===== config.mk =====
export PLATFORM = sky130hd
export DESIGN_NAME = alu_issue_arbiter_flat
export DESIGN_NICKNAME = d
export VERILOG_FILES = /design/src/rtl/alu_issue_arbiter_pkg.sv /design/src/rtl/alu_issue_arbiter_if.sv /design/src/rtl/alu_issue_arbiter_rr.sv /design/src/rtl/alu_issue_arbiter.sv /design/src/flat_wrapper.sv
export SDC_FILE = /design/constraint.sdc
export NUM_CORES = 1
export LEC_CHECK = 0
export ABC_AREA = 0
export CORE_ASPECT_RATIO = 0.9
export CORE_MARGIN = 4
export CORE_UTILIZATION = 30
export DETAILED_ROUTE_END_ITERATION = 10
export MAX_ROUTING_LAYER = met4
export PLACE_DENSITY_LB_ADDON = 0.05
export SLEW_MARGIN = 20
export SYNTH_ARGS = -nofsm -noshare
export SYNTH_HDL_FRONTEND = slang
export SYNTH_SLANG_ARGS = --single-unit

===== constraint.sdc =====
create_clock -name clk -period 1.7 [get_ports clk]
set_input_delay 0.51 -clock clk [delete_from_list [all_inputs] [get_ports clk]]
set_output_delay 0.51 -clock clk [all_outputs]
set_load 0.01 [all_outputs]

===== src/rtl/alu_issue_arbiter_pkg.sv =====
// Shared definitions for the ALU issue arbiter: default widths, the ARM ALU
// opcode map, flag bit positions and the compare/test opcode classifier.
package alu_issue_arbiter_pkg;

  localparam int DW_D  = 32;
  localparam int OPW_D = 5;
  localparam int FW_D  = 4;

  // Flag vector is {N,Z,C,V}
  localparam int FLAG_N = 3;
  localparam int FLAG_Z = 2;
  localparam int FLAG_C = 1;
  localparam int FLAG_V = 0;

  typedef enum logic [OPW_D-1:0] {
    OP_AND    = 5'd0,
    OP_XOR    = 5'd1,
    OP_SUB    = 5'd2,
    OP_RSB    = 5'd3,
    OP_ADD    = 5'd4,
    OP_ADC    = 5'd5,
    OP_SBC    = 5'd6,
    OP_RSC    = 5'd7,
    OP_TST    = 5'd8,
    OP_TEQ    = 5'd9,
    OP_CMP    = 5'd10,
    OP_CMN    = 5'd11,
    OP_ORR    = 5'd12,
    OP_MOV    = 5'd13,
    OP_BIC    = 5'd14,
    OP_MVN    = 5'd15,
    OP_BYPASS = 5'd16,
    OP_INC    = 5'd17
  } alu_op_e;

  // TST/TEQ/CMP/CMN only update flags; their result is never written back.
  function automatic logic is_test_op(input logic [OPW_D-1:0] op);
    return (op >= OP_TST) && (op <= OP_CMN);
  endfunction

endpackage


===== src/rtl/alu_issue_arbiter_if.sv =====
// Requester and response handshake bundle for the ALU issue arbiter.
//   req0_* / req1_* : valid/ready request channels carrying a, b, op, s
//   rsp_*           : valid/ready response channel carrying result, id, wr
// master = requesters + response consumer, slave = the arbiter.
interface alu_issue_arbiter_if #(
  parameter int DW  = 32,
  parameter int OPW = 5
);
  logic           req0_valid;
  logic           req0_ready;
  logic [DW-1:0]  req0_a;
  logic [DW-1:0]  req0_b;
  logic [OPW-1:0] req0_op;
  logic           req0_s;

  logic           req1_valid;
  logic           req1_ready;
  logic [DW-1:0]  req1_a;
  logic [DW-1:0]  req1_b;
  logic [OPW-1:0] req1_op;
  logic           req1_s;

  logic           rsp_valid;
  logic           rsp_ready;
  logic           rsp_id;
  logic [DW-1:0]  rsp_result;
  logic           rsp_wr;

  modport master (
    output req0_valid, req0_a, req0_b, req0_op, req0_s,
    output req1_valid, req1_a, req1_b, req1_op, req1_s,
    output rsp_ready,
    input  req0_ready, req1_ready,
    input  rsp_valid, rsp_id, rsp_result, rsp_wr
  );

  modport slave (
    input  req0_valid, req0_a, req0_b, req0_op, req0_s,
    input  req1_valid, req1_a, req1_b, req1_op, req1_s,
    input  rsp_ready,
    output req0_ready, req1_ready,
    output rsp_valid, rsp_id, rsp_result, rsp_wr
  );
endinterface


===== src/rtl/alu_issue_arbiter_rr.sv =====
// rr_arbiter2: two-way round-robin arbiter.
//   clk, reset : clock, synchronous active-high reset
//   req[1:0]   : request vector
//   en         : downstream can take a grant this cycle
//   gnt[1:0]   : one-hot grant (zero when en is low)
// The pointer remembers who won last and only moves when a grant is issued.
module rr_arbiter2 (
  input  logic       clk,
  input  logic       reset,
  input  logic [1:0] req,
  input  logic       en,
  output logic [1:0] gnt
);
  // last_gnt1 = 1 means requester 1 won most recently, so requester 0 is
  // favoured on the next contention. Reset leaves requester 0 favoured.
  logic last_gnt1;

  always_comb begin
    gnt = 2'b00;
    if (en) begin
      if (req == 2'b11) gnt = last_gnt1 ? 2'b01 : 2'b10;
      else              gnt = req;
    end
  end

  always_ff @(posedge clk) begin
    if (reset)     last_gnt1 <= 1'b1;
    else if (|gnt) last_gnt1 <= gnt[1];
  end
endmodule


===== src/rtl/alu_issue_arbiter.sv =====
// alu_issue_arbiter: shares one combinational ARM ALU between the execute
// datapath (port 0) and the address/aux unit (port 1).
//   clk, reset      : clock, synchronous active-high reset
//   bus (slave)     : req0/req1 request channels and the response channel
//   flags_q         : architectural {N,Z,C,V}
//   flags_ld/_val   : direct flag load, wins over an ALU flag update
//   alu_*           : drive to / result from the external ALU
// Pipeline: round-robin accept -> operand stage S1 (drives ALU) -> response R.
module alu_issue_arbiter
  import alu_issue_arbiter_pkg::*;
#(
  parameter int DW  = DW_D,
  parameter int OPW = OPW_D,
  parameter int FW  = FW_D
) (
  input  logic           clk,
  input  logic           reset,
  alu_issue_arbiter_if.slave bus,
  output logic [FW-1:0]  flags_q,
  input  logic           flags_ld,
  input  logic [FW-1:0]  flags_ld_val,
  output logic [DW-1:0]  alu_a,
  output logic [DW-1:0]  alu_b,
  output logic [OPW-1:0] alu_op,
  output logic [FW-1:0]  alu_flags,
  output logic           alu_s,
  output logic           alu_out_en,
  input  logic [DW-1:0]  alu_result,
  input  logic [FW-1:0]  alu_flags_out
);
  // Operand stage
  logic           s1_valid;
  logic [DW-1:0]  s1_a, s1_b;
  logic [OPW-1:0] s1_op;
  logic           s1_s;
  logic           s1_id;

  logic       advance, can_accept;
  logic [1:0] gnt;

  assign advance    = s1_valid & (~bus.rsp_valid | bus.rsp_ready);
  // Readies are held low during reset so nothing is taken on a reset edge.
  assign can_accept = ~reset & (~s1_valid | advance);

  rr_arbiter2 u_arb (
    .clk   (clk),
    .reset (reset),
    .req   ({bus.req1_valid, bus.req0_valid}),
    .en    (can_accept),
    .gnt   (gnt)
  );

  assign bus.req0_ready = gnt[0];
  assign bus.req1_ready = gnt[1];

  always_ff @(posedge clk) begin
    if (reset) begin
      s1_valid <= 1'b0;
      s1_a     <= '0;
      s1_b     <= '0;
      s1_op    <= '0;
      s1_s     <= 1'b0;
      s1_id    <= 1'b0;
    end else if (gnt[0]) begin
      s1_valid <= 1'b1;
      s1_a     <= bus.req0_a;
      s1_b     <= bus.req0_b;
      s1_op    <= bus.req0_op;
      s1_s     <= bus.req0_s;
      s1_id    <= 1'b0;
    end else if (gnt[1]) begin
      s1_valid <= 1'b1;
      s1_a     <= bus.req1_a;
      s1_b     <= bus.req1_b;
      s1_op    <= bus.req1_op;
      s1_s     <= bus.req1_s;
      s1_id    <= 1'b1;
    end else if (advance) begin
      // Operands are kept so the ALU inputs stay quiet while idle.
      s1_valid <= 1'b0;
    end
  end

  // ALU drive straight from S1; an empty stage never requests a flag update
  // or a write-back.
  assign alu_a      = s1_a;
  assign alu_b      = s1_b;
  assign alu_op     = s1_op;
  assign alu_s      = s1_valid & s1_s;
  assign alu_out_en = s1_valid & ~is_test_op(s1_op);
  // Flags reach the ALU from the register itself: a commit at this edge is
  // already visible to the carry-using op that just entered S1.
  assign alu_flags  = flags_q;

  // Response register
  always_ff @(posedge clk) begin
    if (reset) begin
      bus.rsp_valid  <= 1'b0;
      bus.rsp_result <= '0;
      bus.rsp_id     <= 1'b0;
      bus.rsp_wr     <= 1'b0;
    end else if (advance) begin
      bus.rsp_valid  <= 1'b1;
      bus.rsp_result <= alu_result;
      bus.rsp_id     <= s1_id;
      bus.rsp_wr     <= alu_out_en;
    end else if (bus.rsp_ready) begin
      bus.rsp_valid  <= 1'b0;
    end
  end

  // Flag register: a direct load overrides a same-cycle ALU commit.
  always_ff @(posedge clk) begin
    if (reset)                    flags_q <= '0;
    else if (flags_ld)            flags_q <= flags_ld_val;
    else if (advance && s1_s)     flags_q <= alu_flags_out;
  end
endmodule


===== src/flat_wrapper.sv =====
// flat-port wrapper written by rule: the top's interface ports become plain ports
module alu_issue_arbiter_flat import alu_issue_arbiter_pkg::*;
#(
  parameter int DW  = DW_D,
  parameter int OPW = OPW_D,
  parameter int FW  = FW_D
)
  (clk, reset, flags_q, flags_ld, flags_ld_val, alu_a, alu_b, alu_op, alu_flags, alu_s, alu_out_en, alu_result, alu_flags_out, bus_req0_valid, bus_req0_a, bus_req0_b, bus_req0_op, bus_req0_s, bus_req1_valid, bus_req1_a, bus_req1_b, bus_req1_op, bus_req1_s, bus_rsp_ready, bus_req0_ready, bus_req1_ready, bus_rsp_valid, bus_rsp_id, bus_rsp_result, bus_rsp_wr);
  alu_issue_arbiter_if #(.DW(DW), .OPW(OPW)) bus_i ();
  input  logic clk;
  input  logic reset;
  output logic [FW-1:0] flags_q;
  input  logic flags_ld;
  input  logic [FW-1:0] flags_ld_val;
  output logic [DW-1:0] alu_a;
  output logic [DW-1:0] alu_b;
  output logic [OPW-1:0] alu_op;
  output logic [FW-1:0] alu_flags;
  output logic alu_s;
  output logic alu_out_en;
  input  logic [DW-1:0] alu_result;
  input  logic [FW-1:0] alu_flags_out;
  input wire logic [$bits(bus_i.req0_valid)-1:0] bus_req0_valid;
  input wire logic [$bits(bus_i.req0_a)-1:0] bus_req0_a;
  input wire logic [$bits(bus_i.req0_b)-1:0] bus_req0_b;
  input wire logic [$bits(bus_i.req0_op)-1:0] bus_req0_op;
  input wire logic [$bits(bus_i.req0_s)-1:0] bus_req0_s;
  input wire logic [$bits(bus_i.req1_valid)-1:0] bus_req1_valid;
  input wire logic [$bits(bus_i.req1_a)-1:0] bus_req1_a;
  input wire logic [$bits(bus_i.req1_b)-1:0] bus_req1_b;
  input wire logic [$bits(bus_i.req1_op)-1:0] bus_req1_op;
  input wire logic [$bits(bus_i.req1_s)-1:0] bus_req1_s;
  input wire logic [$bits(bus_i.rsp_ready)-1:0] bus_rsp_ready;
  output wire logic [$bits(bus_i.req0_ready)-1:0] bus_req0_ready;
  output wire logic [$bits(bus_i.req1_ready)-1:0] bus_req1_ready;
  output wire logic [$bits(bus_i.rsp_valid)-1:0] bus_rsp_valid;
  output wire logic [$bits(bus_i.rsp_id)-1:0] bus_rsp_id;
  output wire logic [$bits(bus_i.rsp_result)-1:0] bus_rsp_result;
  output wire logic [$bits(bus_i.rsp_wr)-1:0] bus_rsp_wr;
  assign bus_i.req0_valid = bus_req0_valid;
  assign bus_i.req0_a = bus_req0_a;
  assign bus_i.req0_b = bus_req0_b;
  assign bus_i.req0_op = bus_req0_op;
  assign bus_i.req0_s = bus_req0_s;
  assign bus_i.req1_valid = bus_req1_valid;
  assign bus_i.req1_a = bus_req1_a;
  assign bus_i.req1_b = bus_req1_b;
  assign bus_i.req1_op = bus_req1_op;
  assign bus_i.req1_s = bus_req1_s;
  assign bus_i.rsp_ready = bus_rsp_ready;
  assign bus_req0_ready = bus_i.req0_ready;
  assign bus_req1_ready = bus_i.req1_ready;
  assign bus_rsp_valid = bus_i.rsp_valid;
  assign bus_rsp_id = bus_i.rsp_id;
  assign bus_rsp_result = bus_i.rsp_result;
  assign bus_rsp_wr = bus_i.rsp_wr;
  alu_issue_arbiter #(.DW(DW), .OPW(OPW), .FW(FW)) u_core (.clk(clk), .reset(reset), .bus(bus_i), .flags_q(flags_q), .flags_ld(flags_ld), .flags_ld_val(flags_ld_val), .alu_a(alu_a), .alu_b(alu_b), .alu_op(alu_op), .alu_flags(alu_flags), .alu_s(alu_s), .alu_out_en(alu_out_en), .alu_result(alu_result), .alu_flags_out(alu_flags_out));
endmodule

# [After elaboration in Yosys (flattened, before gate mapping)]
# Cells that the tools add are included.
[classes] reduce_logical=8 n_bitwise=10 n_eq_ne=1 n_lt_le_gt_ge=2 n_mux=18
[ops] operator="$mux W32" n=4
[ops] operator="$mux W5" n=2
[ops] operator="$mux W4" n=2
[ops] operator="$mux W1" n=7
[ops] operator="$mux W2" n=3
[ops] operator="$reduce_bool A2 Y1" n=3
[ops] operator="$ge A5 B4 Y1 const B" n=1
[ops] operator="$le A5 B4 Y1 const B" n=1
[ops] operator="$and A1 B1 Y1" n=4
[ops] operator="$not A1 Y1" n=4
[ops] operator="$reduce_or A2 Y1" n=2
[ops] operator="$reduce_bool A3 Y1" n=1
[ops] operator="$eq A2 B2 Y1 const B" n=1
[ops] operator="$logic_and A1 B1 Y1" n=2
[ops] operator="$or A1 B1 Y1" n=2
[totals] wordCells=51 output_inout_bits=116 in_bits=186 register_bits=112

# [Depth between registers and ports, before layout]
[logic_depth] word_depth=8 ltp_mapped=5 ltp_nobuf=3

# [Cells and area by module]
# A second synthesis with hierarchy kept.
[hier_totals] cells_unflattened=504 area_unflattened_um2=5336.4
[modules_own_cells] mod="alu_issue_arbiter" area_per_inst_um2=5277.6 seq_area_each_um2=2222.1 instances=1 cells_per_inst=496
[modules_own_cells] mod="rr_arbiter2" area_per_inst_um2=58.8 seq_area_each_um2=20.0 instances=1 cells_per_inst=8

# [Worst setup path after synthesis]
# No wires, ideal clock.
[synth_timing] path_type="input-to-output" startpoint="input bus_req1_valid" endpoint="output bus_req0_ready" arrival_ns=1.314 required_time_ns=1.190 n_path_buf=2 setup_slack_ns=-0.124 cell_stages=4 path_cell_list="nor2b_1 -> buf_2 -> clkbuf_1 -> nor4_1"
[synth_via] elab_chain_len=3
[synth_rtl] element="start, declared" line="flat_wrapper.sv:28" source="input wire logic [$bits(bus_i.req1_valid)-1:0] bus_req1_valid;"
[synth_rtl] element="$eq A2 B2 Y1" line="alu_issue_arbiter_rr.sv:21" source="if (req == 2'b11) gnt = last_gnt1 ? 2'b01 : 2'b10;"
[synth_rtl] element="$mux W2" line="alu_issue_arbiter_rr.sv:21"
[synth_rtl] element="$mux W2" line="alu_issue_arbiter_rr.sv:20" source="if (en) begin"
[synth_rtl] element="end, declared" line="flat_wrapper.sv:34" source="output wire logic [$bits(bus_i.req0_ready)-1:0] bus_req0_ready;"
# No other way between the ends.

# [Final worst setup path]
[layout_timing] startpoint="register u_core.u_arb.last_gnt1" endpoint="output bus_req1_ready"
[layout_via] elab_chain_len=3
[layout_rtl] element="start, declared" line="alu_issue_arbiter_rr.sv:16" source="logic last_gnt1;"
[layout_rtl] element="start signal, assigned" line="alu_issue_arbiter_rr.sv:28" source="else if (|gnt) last_gnt1 <= gnt[1];"
[layout_rtl] element="$mux W2 (2 in series)" line="alu_issue_arbiter_rr.sv:21"
[layout_rtl] element="$mux W2" line="alu_issue_arbiter_rr.sv:20"
[layout_rtl] element="end, declared" line="flat_wrapper.sv:35" source="output wire logic [$bits(bus_i.req1_ready)-1:0] bus_req1_ready;"
# No other way between the ends.

==> results.yml <==
status:
  status: "complete, but fails checks"
  violations: "negative setup slack"
power:
  vdd_drop_max_mv: 0.502
  leakagePower_nw: 3.49
  total_power_mw: 6.87
  cellPowerDensity_nw_per_um2: 836
clock_tree:
  cts_tree: "built"
  cts_max_path_buffers: 2
  clkLatencyLatePin_ps: 350
  numCtsBuffers: 9
  htree_levels: 3
  cts_sinks: 112
  cts_hold_buf: 0
  clockRootBuffer: "clkbuf_16"
  cts.reportedPaths.clkPinSlew_ps: 70
final_layout:
  multi_input_area_um2: 2210
  stdcell_count: 1016
  nFillCells: 1454
  final_cell_area_um2: 8220
  nNetsFinal: 995
  drive_gt1_frac: 0.0971
  area_delta_synth_final_pct: 73.2
  regArea_um2: 2250
  antenna_cells: 0
timing:
  grt_setup_unrepaired: "true"
  finalSetupTns_ps: -100
  maxSlewViolCount: 0
  fin_crit_sh: 1.03
  min_period_ps: 1760
  hold_viol: 0
  setup-violations-final: 2
  finalClockSkew_ps: 5.00
  layout_setup_ws_ps: -59.0
  slew_headroom: 0.640
  tightestPinTransition_ps: 540
  clock.fmax_mhz: 569
routing:
  dr_total_vias: 5289
  via_per_inst: 5.21
  wire_per_inst_um: 18.0
  drt_iter0_markers: 335
  drt-total-wl_um: 18300
  first_pass_iters: 8
  ant_nets: 0
  drc: 0
hold_path:
  hold_class: "flop to flop"
  min_path_cells: 2
setup_path:
  start_kind: "flop"
  reg2regPathDepth: 5
  crit_type: "flop to primary output"
  required_ps: 1190
  end_kind: "primary output"
  critical_path.max_fanout: 3
  cp.arrival_ps: 1250
global_route:
  grt_pass1_vias: 5226
  grt.total_usage: 0.204
  grt_pass1_wl_um: 28500
  grt_max_degree: 72
  grt_overflow: 0
  antenna_found_initial: 0
synth:
  synth_edf_count: 0
  postSynthAreaPerCell_um2: 8.96
  synth-seq-cells: 112
  synth_cells: 530
  async_reset_ff_frac: 0
  synth.top_cell.area_share: 0.472
  yosysTopAreaCell: "dfxtp_1"
  synthFlopType: "dfxtp_1"
  yosysWarnings: 0
  synth.area.top_cells: "dfxtp_1, o32ai_1, a22oi_1"
  ys_seq_area_frac: 0.472
  synth.net_count: 716
  synth_cell_types: 32
  syn_area_um2: 4750
flow_run:
  drv_cap: 0
placement:
  dp_hpwl_um: 13200
  gp_congestion: 0.869
  portBuffers: 301
  dp.cells: 998
  placed_area_um2: 8040
floorplanning:
  coreArea_um2: 15400
  initial_core_util: 0.307
  rows: 43
  die_x_um: 141
  io_pins: 302
  die_h_um: 127
  dieArea_um2: 17900
## layout make-up
cell class,count,area share
flip-flops and latches,112,0.273
inverters,3,0.00137
multi-input cells,346,0.268
well taps,202,0.0307
clock inverters,4,0.00411
clock buffers,12,0.0324
repair buffers,337,0.390
## per-layer routing
metal,up-vias,routed length (um),part of all wire,track usage
li1,2573,-,-,-
met1,2474,7760,0.42,0.252
met2,228,8670,0.47,0.327
met3,14,1630,0.089,0.0662
met4,0,211,0.012,0.0479
met5,-,0,0,-
## metrics by stage
stage               worst slack (ps)  utilization  hold WS (ps)
global route                    -123        0.532           473
CTS                             -126        0.532           457
detailed placement              -837        0.521           448
global placement                -812        0.521           445
floorplan                      -1.62            -           433
finish                         -59.0        0.532           455
## power breakdown
| group | switching [mW] | total, mW | internal, mW | leakage, nW |
|---|---|---|---|---|
| Sequential | 0.125 | 3.01 | 2.89 | 0.932 |
| Clock | 1.00 | 2.13 | 1.13 | 0.151 |
| Combinational | 0.778 | 1.73 | 0.952 | 2.41 |
| Total | 1.90 | 6.87 | 4.97 | 3.49 |
## synthesized netlist by cell type (2+ instances only)
library cell	count
buf_2	6
o21ai_0	33
nand3_1	33
buf_4	4
nand2_1	79
o32ai_1	70
mux2_2	4
mux2i_1	4
a22oi_1	70
dfxtp_1	112
a21oi_1	36
buf_1	7
nor2_1	2
buf_6	8
clkbuf_1	44
inv_2	2
## what timing repair did
| item | 4_1_cts | 5_1_grt |
|---|---|---|
| endpoints found under the hold margin | 0 | 0 |
| endpoints found under the setup margin | 187 | 31 |
| buffers inserted | 2 | 0 |
| resized for setup | 145 | 9 |
| pin swaps | 5 | 4 |
| gates cloned | 0 | 0 |
## cells by family (layout without fill, tap and decap cells)
| kind of cell | Yosys count | after routing | share of synthesized area |
|---|---|---|---|
| flip-flops | 112 | 112 | 0.472 |
| AND/OR/NAND/NOR | 124 | 124 | 0.113 |
| buffers and inverters | 72 | 356 | 0.0743 |
| AO/OA/AOI/OAI | 214 | 214 | 0.322 |
| multiplexers | 8 | 8 | 0.0179 |
## state kept, by name, indices dropped and copies added (netlist names)
signal	flops
u_core.alu_a	32
u_core.alu_b	32
u_core.bus.rsp_result	32
u_core.alu_op	5
u_core.alu_flags	4
u_core.bus.rsp_id	1
u_core.bus.rsp_valid	1
u_core.bus.rsp_wr	1
u_core.s1_id	1
u_core.s1_s	1
u_core.s1_valid	1
u_core.u_arb.last_gnt1	1
## critical path, cell delays in order (launching register included)
cell and delay [ps]:
dfxtp_2 340, a21bo_4 230, nor3_4 170, buf_2 170
## placed cells by master, fill, tap and decap left out, drive strengths merged, types with 16 or more instances in the layout
master	synthesis	final
a21oi	37	37
clkdlybuf4s50	0	181
buf	25	40
dfxtp	112	112
o21ai	33	33
dlygate4sd2	0	112
a22oi	70	70
nand2	79	79
clkbuf	44	16
nand3	33	33
o32ai	70	70
## path summary, 6_finish.rpt
path | from | endpoint | slack [ps]
worst max-delay path | u_core.u_arb.last_gnt1 | bus_req1_ready | -60
worst min-delay path | u_core.alu_a[15] | u_core.alu_a[15] | 450
worst max register to register | u_core.u_arb.last_gnt1 | u_core.alu_a[10] | 140
worst min register to register | u_core.alu_a[15] | u_core.alu_a[15] | 450
(Power assumes the default switching activity.)
